### src/rtl/conv_mac_acc16.sv
// Unsigned-by-signed MAC over one kernel window onto a bias, ReLU, unsigned 16-bit saturation.
// Result strobes 3 cycles after the window's last sample edge; no backpressure, so odata must be taken on ovalid.
module conv_mac_acc16 #(
   parameter int pKERNEL_LEN = 9,
   parameter int pCNT_W      = $clog2(pKERNEL_LEN),
   parameter int pACC_W      = 17 + $clog2(pKERNEL_LEN) + 1
) (
   input  logic              iclk,
   input  logic              irst,
   input  logic              ivalid,
   input  logic [7:0]        idata,
   input  logic [7:0]        iweight,
   input  logic [15:0]       ibias,
   output logic [15:0]       odata,
   output logic              ovalid,
   output logic              osat,
   output logic [pCNT_W-1:0] ocount
);

   localparam logic [pCNT_W-1:0] cLAST = pCNT_W'(pKERNEL_LEN - 1);

   typedef struct packed {
      logic               vld;
      logic               first;
      logic               last;
      logic signed [16:0] prod;
   } s1_t;

   s1_t                      s1;
   logic signed [pACC_W-1:0] s1_bias;
   logic signed [16:0]       prod_c;

   logic signed [pACC_W-1:0] acc;
   logic signed [pACC_W-1:0] prod_ext;
   logic signed [pACC_W-1:0] acc_nxt;
   logic                     s2_vld;
   logic                     s2_last;

   logic                     neg_c;
   logic                     big_c;
   logic [15:0]              clamp_c;
   logic                     s3_vld;
   logic [15:0]              s3_dat;
   logic                     s3_sat;

   // Activation is zero-extended so the product is a true unsigned-by-signed result.
   always_comb begin
      prod_c = $signed({{9{1'b0}}, idata}) * $signed({{9{iweight[7]}}, iweight});
   end

   always_ff @(posedge iclk or posedge irst) begin
      if (irst) begin
         ocount <= '0;
      end else if (ivalid) begin
         ocount <= (ocount == cLAST) ? '0 : ocount + 1'b1;
      end
   end

   always_ff @(posedge iclk or posedge irst) begin
      if (irst) begin
         s1      <= '0;
         s1_bias <= '0;
      end else begin
         s1.vld <= ivalid;
         if (ivalid) begin
            s1.first <= (ocount == '0);
            s1.last  <= (ocount == cLAST);
            s1.prod  <= prod_c;
            if (ocount == '0) begin
               s1_bias <= {{(pACC_W-16){ibias[15]}}, ibias};
            end
         end
      end
   end

   // The first flag reloads from the bias, so back-to-back windows need no clear cycle.
   always_comb begin
      prod_ext = {{(pACC_W-17){s1.prod[16]}}, s1.prod};
      acc_nxt  = s1.first ? (s1_bias + prod_ext) : (acc + prod_ext);
   end

   always_ff @(posedge iclk or posedge irst) begin
      if (irst) begin
         acc     <= '0;
         s2_vld  <= 1'b0;
         s2_last <= 1'b0;
      end else begin
         s2_vld  <= s1.vld;
         s2_last <= s1.vld & s1.last;
         if (s1.vld) begin
            acc <= acc_nxt;
         end
      end
   end

   // Negative sums are a ReLU clamp, not a saturation event.
   always_comb begin
      neg_c   = acc[pACC_W-1];
      big_c   = ~neg_c & (|acc[pACC_W-2:16]);
      clamp_c = acc[15:0];
      if (neg_c) begin
         clamp_c = 16'h0000;
      end else if (big_c) begin
         clamp_c = 16'hFFFF;
      end
   end

   always_ff @(posedge iclk or posedge irst) begin
      if (irst) begin
         s3_vld <= 1'b0;
         s3_dat <= '0;
         s3_sat <= 1'b0;
      end else begin
         s3_vld <= s2_vld & s2_last;
         if (s2_vld & s2_last) begin
            s3_dat <= clamp_c;
            s3_sat <= big_c;
         end
      end
   end

   always_ff @(posedge iclk or posedge irst) begin
      if (irst) begin
         ovalid <= 1'b0;
         odata  <= '0;
         osat   <= 1'b0;
      end else begin
         ovalid <= s3_vld;
         if (s3_vld) begin
            odata <= s3_dat;
            osat  <= s3_sat;
         end
      end
   end

endmodule

### config.mk
export PLATFORM = sky130hd
export DESIGN_NAME = conv_mac_acc16
export DESIGN_NICKNAME = d
export VERILOG_FILES = /design/src/rtl/conv_mac_acc16.sv
export SDC_FILE = /design/constraint.sdc
export NUM_CORES = 1
export LEC_CHECK = 0
export BUFFER_PORTS_ARGS = -buffer_cell sky130_fd_sc_hd__buf_2
export CAP_MARGIN = 20
export CORE_AREA = 2 2 139 141
export DETAILED_ROUTE_END_ITERATION = 8
export DIE_AREA = 0 0 141 143
export GPL_ROUTABILITY_DRIVEN = 0
export HOLD_SLACK_MARGIN = 0.06
export PLACE_DENSITY = 0.72
export RECOVER_POWER = 100
export SYNTH_ARGS = -nofsm -noshare
export SYNTH_HDL_FRONTEND = slang
export SYNTH_SLANG_ARGS = --single-unit
### constraint.sdc
create_clock -name iclk -period 5.15 [get_ports iclk]
set_input_delay 0 -clock iclk [delete_from_list [all_inputs] [get_ports iclk]]
set_output_delay 0 -clock iclk [all_outputs]
set_load 0.02 [all_outputs]
; After elaboration in Yosys (flattened, before gate mapping)
; Cells that the tools add are included.
[totals]
ff_bits = 100
in_bits = 35
out_inout_bits = 22
[classes]
add_sub_neg = 3
multipliers = 1
n_eq_ne = 1
muxes = 4
bitwise = 4
reduce_logical = 3
[ops]
columns = operator, count
row1 = 16-bit 2-to-1 mux, 2
row2 = 22-bit by 17-bit adder with 22-bit output, 1
row3 = 22-bit 2-to-1 mux, 1
row4 = 16-bit by 17-bit adder with 18-bit output, 1
row5 = 9-bit by 8-bit multiplier with 17-bit output, 1
row6 = 5-bit OR reduction, 1
row7 = 4-bit by 1-bit adder with 4-bit output (second input constant), 1
row8 = 4-bit equality test (second input constant), 1
row9 = 4-bit zero test, 1
row10 = 4-bit 2-to-1 mux, 1
row11 = 1-bit AND, 3
row12 = 2-bit AND reduction, 1
row13 = 1-bit NOT, 1

; Longest topological paths before layout
; Gate-level depths: netlist of run 1.
[depth]
word_depth = 4
mapped_depth = 19

; Least setup slack after synthesis of run 1
; No wires, ideal clock.
[synth_timing]
path_kind = input-to-reg
from = input port idata[0]
to = register s1 (netlist bit prod_ext[16])
arrival_ns = 3.932
t_required_ns = 5.014
slack_ns = 1.082
cell_stages = 16
n_path_buf = 0
cell_sequence = nand2b_1 fa_1 fa_1 inv_1 fa_1 inv_1 fa_1 inv_1 ha_1 o21a_1 o31a_1 o41a_1 a22o_1 o41ai_2 xnor2_1 a21oi_1
[synth_between]
elab_chain_len = 1
[synth_lines]
columns = item, line_no
row1 = "start, declared", 11  ; input logic [7:0] idata,
row2 = 9-bit by 8-bit multiplier with 17-bit output, 48  ; prod_c = $signed({{9{1'b0}}, idata}) * $signed({{9{iweight[7]}}, iweight});
row3 = "end, declared", 29  ; s1_t s1;
; No other way between the ends.
; A chain may end at the register's enable or synchronous reset.

; Worst setup path after layout of run 1
; Ends and elaborated chain as after synthesis.

==> results of run 1 <==
==> routing by layer <==
metal,routed length [um],vias up
met4,283,0
met1,8440,3104
met2,8100,144
met5,0,-
met3,655,26
li1,-,3191
==> cell usage after synthesis (3+ instances only) <==
| library cell | number | area share |
|---|---|---|
| and2_1 | 42 | 0.032 |
| ha_1 | 83 | 0.13 |
| nand2b_1 | 10 | 0.0076 |
| buf_2 | 4 | 0.0024 |
| buf_6 | 3 | 0.0041 |
| o211ai_1 | 7 | 0.0064 |
| nand3_1 | 13 | 0.0079 |
| clkbuf_1 | 21 | 0.0096 |
| o2bb2ai_1 | 3 | 0.0032 |
| nand2_1 | 78 | 0.036 |
| xor2_1 | 12 | 0.013 |
| nor2_1 | 74 | 0.034 |
| o31ai_1 | 22 | 0.020 |
| mux2i_1 | 6 | 0.0073 |
| and3_1 | 6 | 0.0046 |
| dfrtp_1 | 100 | 0.30 |
| a22o_1 | 3 | 0.0032 |
| o21ai_0 | 41 | 0.025 |
| a311oi_1 | 3 | 0.0032 |
| nand4_1 | 11 | 0.0084 |
| o221ai_1 | 3 | 0.0032 |
| a21o_1 | 14 | 0.013 |
| o21a_1 | 7 | 0.0064 |
| mux2_2 | 43 | 0.059 |
| fa_1 | 39 | 0.095 |
| o31a_1 | 3 | 0.0032 |
| a31oi_1 | 8 | 0.0061 |
| nor3b_1 | 3 | 0.0027 |
| nor2b_1 | 6 | 0.0046 |
| xnor2_1 | 21 | 0.022 |
| a21oi_1 | 41 | 0.025 |
| a211oi_1 | 5 | 0.0046 |
| a211o_1 | 3 | 0.0032 |
| nor3_1 | 17 | 0.010 |
| or4_1 | 3 | 0.0027 |
| inv_1 | 75 | 0.034 |
==> timing repair <==
action	in CTS	in global routing
hold buffers	19	0
endpoints found under the hold margin	37	0
gates resized for setup	0	0
setup endpoints to repair	0	0
setup buffers	0	0
==> worst paths after layout <==
| check | from | endpoint | slack, ns | depth (start not counted) |
|---|---|---|---|---|
| setup / recovery | idata[0] | prod_ext[16]$_DFFE_PP0P_ | 0.44 | 18 |
| hold / removal | idata[1] | prod_ext[1]$_DFFE_PP0P_ | 0.28 | 5 |
| setup reg to reg | s1[19]$_DFF_PP0_ | acc[12]$_DFFE_PP0P_ | 2.37 | 5 |
| hold reg to reg | s3_dat[9]$_DFFE_PP0P_ | s3_dat[9]$_DFFE_PP0P_ | 0.47 | 2 |
| max in group asynchronous | irst | acc[15]$_DFFE_PP0P_ | 2.96 | 5 |
| min in group asynchronous | irst | s3_dat[0]$_DFFE_PP0P_ | 0.31 | 3 |
==> registers in the layout (all words and copies together), names as in the netlist <==
name      cells
s3_vld        1
odata        16
acc          22
prod_ext     17
s3_sat        1
s1_bias      16
osat          1
ocount        4
s3_dat       16
s2_vld        1
s2_last       1
ovalid        1
s1            3
==> power by group through the flow <==
stage,clock network [mW],registers [mW],logic (mW)
5_1_grt,0.762,1.49,4.04
4_1_cts,0.722,1.43,3.60
2_1_floorplan,0,1.42,2.85
6_report,0.714,1.43,3.60
3_5_place_dp,0,1.45,3.55
3_3_place_gp,0,1.44,3.47
==> worst register-to-register path, delay by kind of cell, from the launching register on <==
| kind | cells | cell delay [ns] |
|---|---|---|
| AO/OA/AOI/OAI | 2 | 0.43 |
| AND/OR/NAND/NOR | 2 | 0.72 |
| flip-flops | 1 | 0.32 |
| buffers and inverters | 1 | 1.12 |
==> final cells by class <==
type | count | area, um2
well taps | 234 | 293
inverters | 75 | 283
clock inverters | 6 | 80.1
repair buffers | 81 | 489
clock buffers | 10 | 229
flip-flops and latches | 100 | 2500
multi-input cells | 669 | 5280
fillers | 1756 | 9430
==> logic make-up (layout without fill, tap and decap cells) <==
| logic type | after synthesis | count (layout) |
|---|---|---|
| adders and majority gates | 122 | 122 |
| muxes | 49 | 49 |
| and+or+nand+nor | 272 | 272 |
| DFF | 100 | 100 |
| xor gates and xnor gates | 33 | 33 |
| AOI/OAI and AO/OA | 193 | 193 |
| buffers and inverters | 108 | 172 |
==> metrics by stage <==
step	util	power, mW	hold WS, ns	instances
3_3_place_gp	0.467	4.91	-0.0401	1138
6_report	0.493	5.75	0.280	1175
5_1_grt	0.493	6.29	0.338	1175
4_1_cts	0.493	5.76	0.0895	1173
3_5_place_dp	0.467	5.00	-0.0390	1138
2_1_floorplan	-	4.27	0.0314	877
==> run metrics, run 1 <==
logic gate share of total power=0.626; Final Cycle Share=0.914; Critical Path RT=5.32 ns; prevailing post-synth register cell=dfrtp_1; final hold vios=0; Final Skew=between 0.008 and 0.009 ns; TritonRoute pass-1 iters=5; most frequent cells in the layout=dfrtp_1 (100), ha_1 (83), nand2_1 (78), inv_1 (74), nor2_1 (74); CP cell instances=dlygate4sd3_1 > clkbuf_1 > nand2b_1 > fa_1 > fa_1 > inv_1 > fa_1 > inv_1 > fa_1 > inv_1 > ha_1 > o21a_1 > o31a_1 > o41a_1 > a22o_1 > o41ai_2 > xnor2_1 > a21oi_1; WS Path Type=primary input to flip-flop; share of post-route cells with drive strength above 1=0.108; initial core utilization=0.443; critical path startpoint category=primary input; Die H=approximately 140 um; die area=roughly 0.02 mm2; Seq pwr share=0.250; total number of vias=6,465; CP max FO=8; Placed Area=roughly 0.0087 mm2; TNS Setup=0 ns; largest net degree at the start of global routing=81; clock share of power=0.124; Pint=a little over 3 mW; GRT Total Usage=0.177; wire per inst=14.9 um; Pwr per Cell Area=around 630 mW/mm2; syn_area_per_cell=9.38 um2; clock root cell=clkbuf_16; Worst EP arrival=between 4 and 5 ns; CTS Buffer Depth=2; post-DP HPWL=around 13 mm; worst slack, placed=roughly 0.7 ns; Cell variety after synth=71; Via density=approximately 5.5; Tmin final=4.71 ns; Sw Pwr=2.65 mW; antenna diode count=0; Max Cap Viol=2; Final setup viols=0; Hold WC Path Type=primary input to flip-flop; most frequent CP cell=fa_1; Synth Area in XOR/XNOR=0.0351; slowest CP cell=fa_1; max incr delay on CP=0.54 ns; Worst-path clk slew=~0.08 ns; grt total ovfl=0; Cell Area, Synth=around 0.0082 mm2; Worst path top cell family by delay=adder cells; RSZ-0062 raised after global routing=no; cts bufs inserted=9; # IOs=57; commonest non-fill, non-tap cell in the layout=dfrtp_1; Skew-Pair Late Insertion Delay=between 0.3 and 0.4 ns; Chip Width=141 um; Area Growth Syn to Fin=11.2%; met1 Usage GRT=0.241; post-synthesis compound-gate area fraction=0.160; endpoint type of the worst setup path=flip-flop; Syn. warnings=0; Post-Synthesis Cells=around 880; final WL=between 15 and 20 mm; Worst Path Buf+Inv=5; CTS Sinks=100; number of DRC markers in iteration 0=461; Yosys reg bits=100; maximum VDD drop=between 0.2 and 0.3 mV; H-tree depth=3; multiplexer share of the synthesized area=0.0661; CTS tree=built; first-pass GRT wire length=between 20 and 30 mm; post-synthesis sequential area ratio=0.304; Worst-Margin Slew=around 1.6 ns; antenna violations before repair=0; row count=50; Slew Viols, Final=between 60 and 70; failing checks=max-capacitance violations, max-slew violations; asr flop ratio synth=1.00; gr busiest metal=met2; Post-Syn Nets=about 1,000; Routed Antenna Nets=0; port bufs=56; Final Cell Area=around 0.0092 mm2; Slew HR=-0.0390; Sw Share=0.461; FMAX=212 MHz; met3 Track Usage GR=0.0238; CORE AREA=roughly 0.019 mm2; nets=1,093; outcome=finished, violations left; DR DRC count=0; met2 Use GR=0.301; Adder-Cell Fraction of Synth Area=0.221; combinational family with the most area after synthesis=adder cells; worst setup margin=0.440 ns; Post-synth EDFFs=0; vias in the first global route=~6,200; Pleak=between 4 and 5 nW; Post-Synth Simple-Gate Area=0.159
Power figures use the tool's default switching activity.
==> run 2, diff against run 1 <==
- CORE_AREA: 2 2 139 141 -> 2 2 114 116
- DIE_AREA: 0 0 141 143 -> 0 0 116 118
- PLACE_DENSITY: 0.72 -> 0.95
==> run metrics, run 2 (synthesized netlist as in run 1, its figures left out) <==
Via density=6.14 (was 5.50); critical path startpoint category=primary input (unchanged); maximum VDD drop=0.278 mV (was 0.251 mV); post-DP HPWL=13.6 mm (was 13.4 mm); nets=1,093 (unchanged); RR Endpoint=acc[19]$_DFFE_PP0P_ (was acc[12]$_DFFE_PP0P_); worst setup margin=0.388 ns (was 0.440 ns); RR Startpoint=prod_ext[3]$_DFFE_PP0P_ (was s1[19]$_DFF_PP0_); outcome=finished, violations left (unchanged); initial core utilization=0.663 (was 0.443); hold wc startpoint=idata[1] (unchanged); Die H=118 um (was 143 um); Max Cap Viol=1 (was 2); H-tree depth=3 (unchanged); total power=5.85 mW (was 5.75 mW); hold endpoint=prod_ext[1]$_DFFE_PP0P_ (unchanged); TNS Setup=0 ns (unchanged); CORE AREA=0.0124 mm2 (was 0.0186 mm2); share of post-route cells with drive strength above 1=0.109 (was 0.108); Area Growth Syn to Fin=9.99% (was 11.2%); Routed Antenna Nets=0 (unchanged); # IOs=57 (unchanged); DR DRC count=0 (unchanged); Placed Area=0.00859 mm2 (was 0.00867 mm2); grt total ovfl=0 (unchanged); Top reg by flops=acc (unchanged); antenna diode count=0 (unchanged); Final setup viols=0 (unchanged); endpoint type of the worst setup path=flip-flop (unchanged); commonest non-fill, non-tap cell in the layout=dfrtp_1 (unchanged); CTS Sinks=100 (unchanged); Skew-Pair Late Insertion Delay=0.36 ns (was 0.35 ns); FMAX=210 MHz (was 212 MHz); r2r worst-path depth=8 (was 5); most frequent cells in the layout=dfrtp_1 (100), ha_1 (83), nand2_1 (78), inv_1 (74), nor2_1 (74) (unchanged); Hold WC Path Type=primary input to flip-flop (unchanged); row count=41 (was 50); largest net degree at the start of global routing=57 (was 81); Final Skew=0.00969 ns (was 0.00856 ns); Post-Layout Cell Count=1,113 (was 1,175); cts bufs inserted=9 (unchanged); Final Cell Area=0.00905 mm2 (was 0.00915 mm2); Final Cycle Share=0.925 (was 0.914); Hold Path Cell Cnt=5 (unchanged); CTS tree=built (unchanged); worst slack, placed=0.653 ns (was 0.697 ns); CP max FO=8 (unchanged); Tmin final=4.76 ns (was 4.71 ns); max reg flops=22 (unchanged); Pwr per Cell Area=646 mW/mm2 (was 628 mW/mm2); port bufs=56 (unchanged); Slew Viols, Final=46 (was 66); Reg2Reg Setup Slack=2.26 ns (was 2.37 ns); GRT Total Usage=0.286 (was 0.177); post-CTS setup buffer count=0 (unchanged); Worst-path clk slew=0.08 ns (about the same); Chip Width=116 um (was 141 um); final hold vios=0 (unchanged); WS Path Type=primary input to flip-flop (unchanged); Worst EP arrival=4.94 ns (was 4.88 ns); clock root cell=clkbuf_16 (unchanged); total number of vias=6,830 (was 6,465); TritonRoute pass-1 iters=6 (was 5); die area=0.0137 mm2 (was 0.0202 mm2); number of DRC markers in iteration 0=514 (was 461); Post-Place Cells=1,076 (was 1,138); antenna violations before repair=0 (unchanged); Worst-Margin Slew=1.84 ns (was 1.56 ns); Slew HR=-0.235 (was -0.0390); wire per inst=16.6 um (was 14.9 um); Pleak=4.30 nW (about the same); Critical Path RT=5.32 ns (about the same); CTS Buffer Depth=2 (unchanged); failing checks=max-capacitance violations, max-slew violations (unchanged); RSZ-0062 raised after global routing=no (unchanged); final WL=18.5 mm (was 17.5 mm); vias in the first global route=6,847 (was 6,196); first-pass GRT wire length=31.7 mm (was 29.3 mm)
## run 2: final cells by class
class                   instances  area, um2
well taps                     172        215
repair buffers                 81        474
fillers                       884       3360
clock buffers                   9        225
inverters                      75        283
multi-input cells             669       5270
flip-flops and latches        100       2500
clock inverters                 7       80.1
## run 2: power by group
| part | internal, mW | leakage [nW] | switching, mW | total, mW |
|---|---|---|---|---|
| logic | 1.57 | 2.90 | 2.11 | 3.69 |
| clock network | 0.386 | 0.154 | 0.323 | 0.708 |
| registers | 1.14 | 1.25 | 0.312 | 1.45 |
| total | 3.10 | 4.30 | 2.75 | 5.85 |
## run 2: worst max-delay path by stage
| stage | start | endpoint | slack [ns] | cells after the start |
|---|---|---|---|---|
| after CTS | idata[0] | prod_ext[16]$_DFFE_PP0P_ | 0.50 | 18 |
| after floorplan | idata[0] | prod_ext[16]$_DFFE_PP0P_ | 1.08 | 16 |
| after detailed placement | iweight[7] | prod_ext[16]$_DFFE_PP0P_ | 0.65 | 17 |
| after global placement | idata[0] | prod_ext[16]$_DFFE_PP0P_ | 0.80 | 17 |
| final | idata[0] | prod_ext[16]$_DFFE_PP0P_ | 0.39 | 18 |
| after global routing | idata[0] | prod_ext[16]$_DFFE_PP0P_ | 0.17 | 18 |
## run 2: timing repair
| action | CTS | global route |
|---|---|---|
| endpoints found under the hold margin | 62 | 0 |
| setup endpoints to repair | 0 | 0 |
| resized for setup | 0 | 0 |
| hold buffers | 20 | 0 |
## run 2: per-layer routing
layer / vias to the layer above / GRT usage / wire (um)
met5: - / 0 / 0
met4: 0 / 0.120 / 668
met3: 69 / 0.0443 / 1090
met2: 273 / 0.488 / 9210
met1: 3281 / 0.358 / 7550
li1: 3207 / - / -
## run 2: metrics by stage
| stage | hold slack, ns | util |
|---|---|---|
| finish | 0.287 | 0.729 |
| floorplan | 0.0314 | - |
| CTS | 0.247 | 0.733 |
| global placement | 0.0801 | 0.692 |
| global route | 0.322 | 0.729 |
| detailed placement | 0.0854 | 0.692 |
## run 2: worst max-delay path: stages
cell,delay [ns]
dlygate4sd3_1,0.53
clkbuf_1,0.18
nand2b_1,0.20
fa_1,0.52
fa_1,0.55
inv_1,0.05
fa_1,0.52
inv_1,0.05
fa_1,0.53
inv_1,0.04
ha_1,0.33
o21a_1,0.19
o31a_1,0.14
o41a_1,0.34
a22o_1,0.25
o41ai_2,0.25
xnor2_1,0.17
a21oi_1,0.09
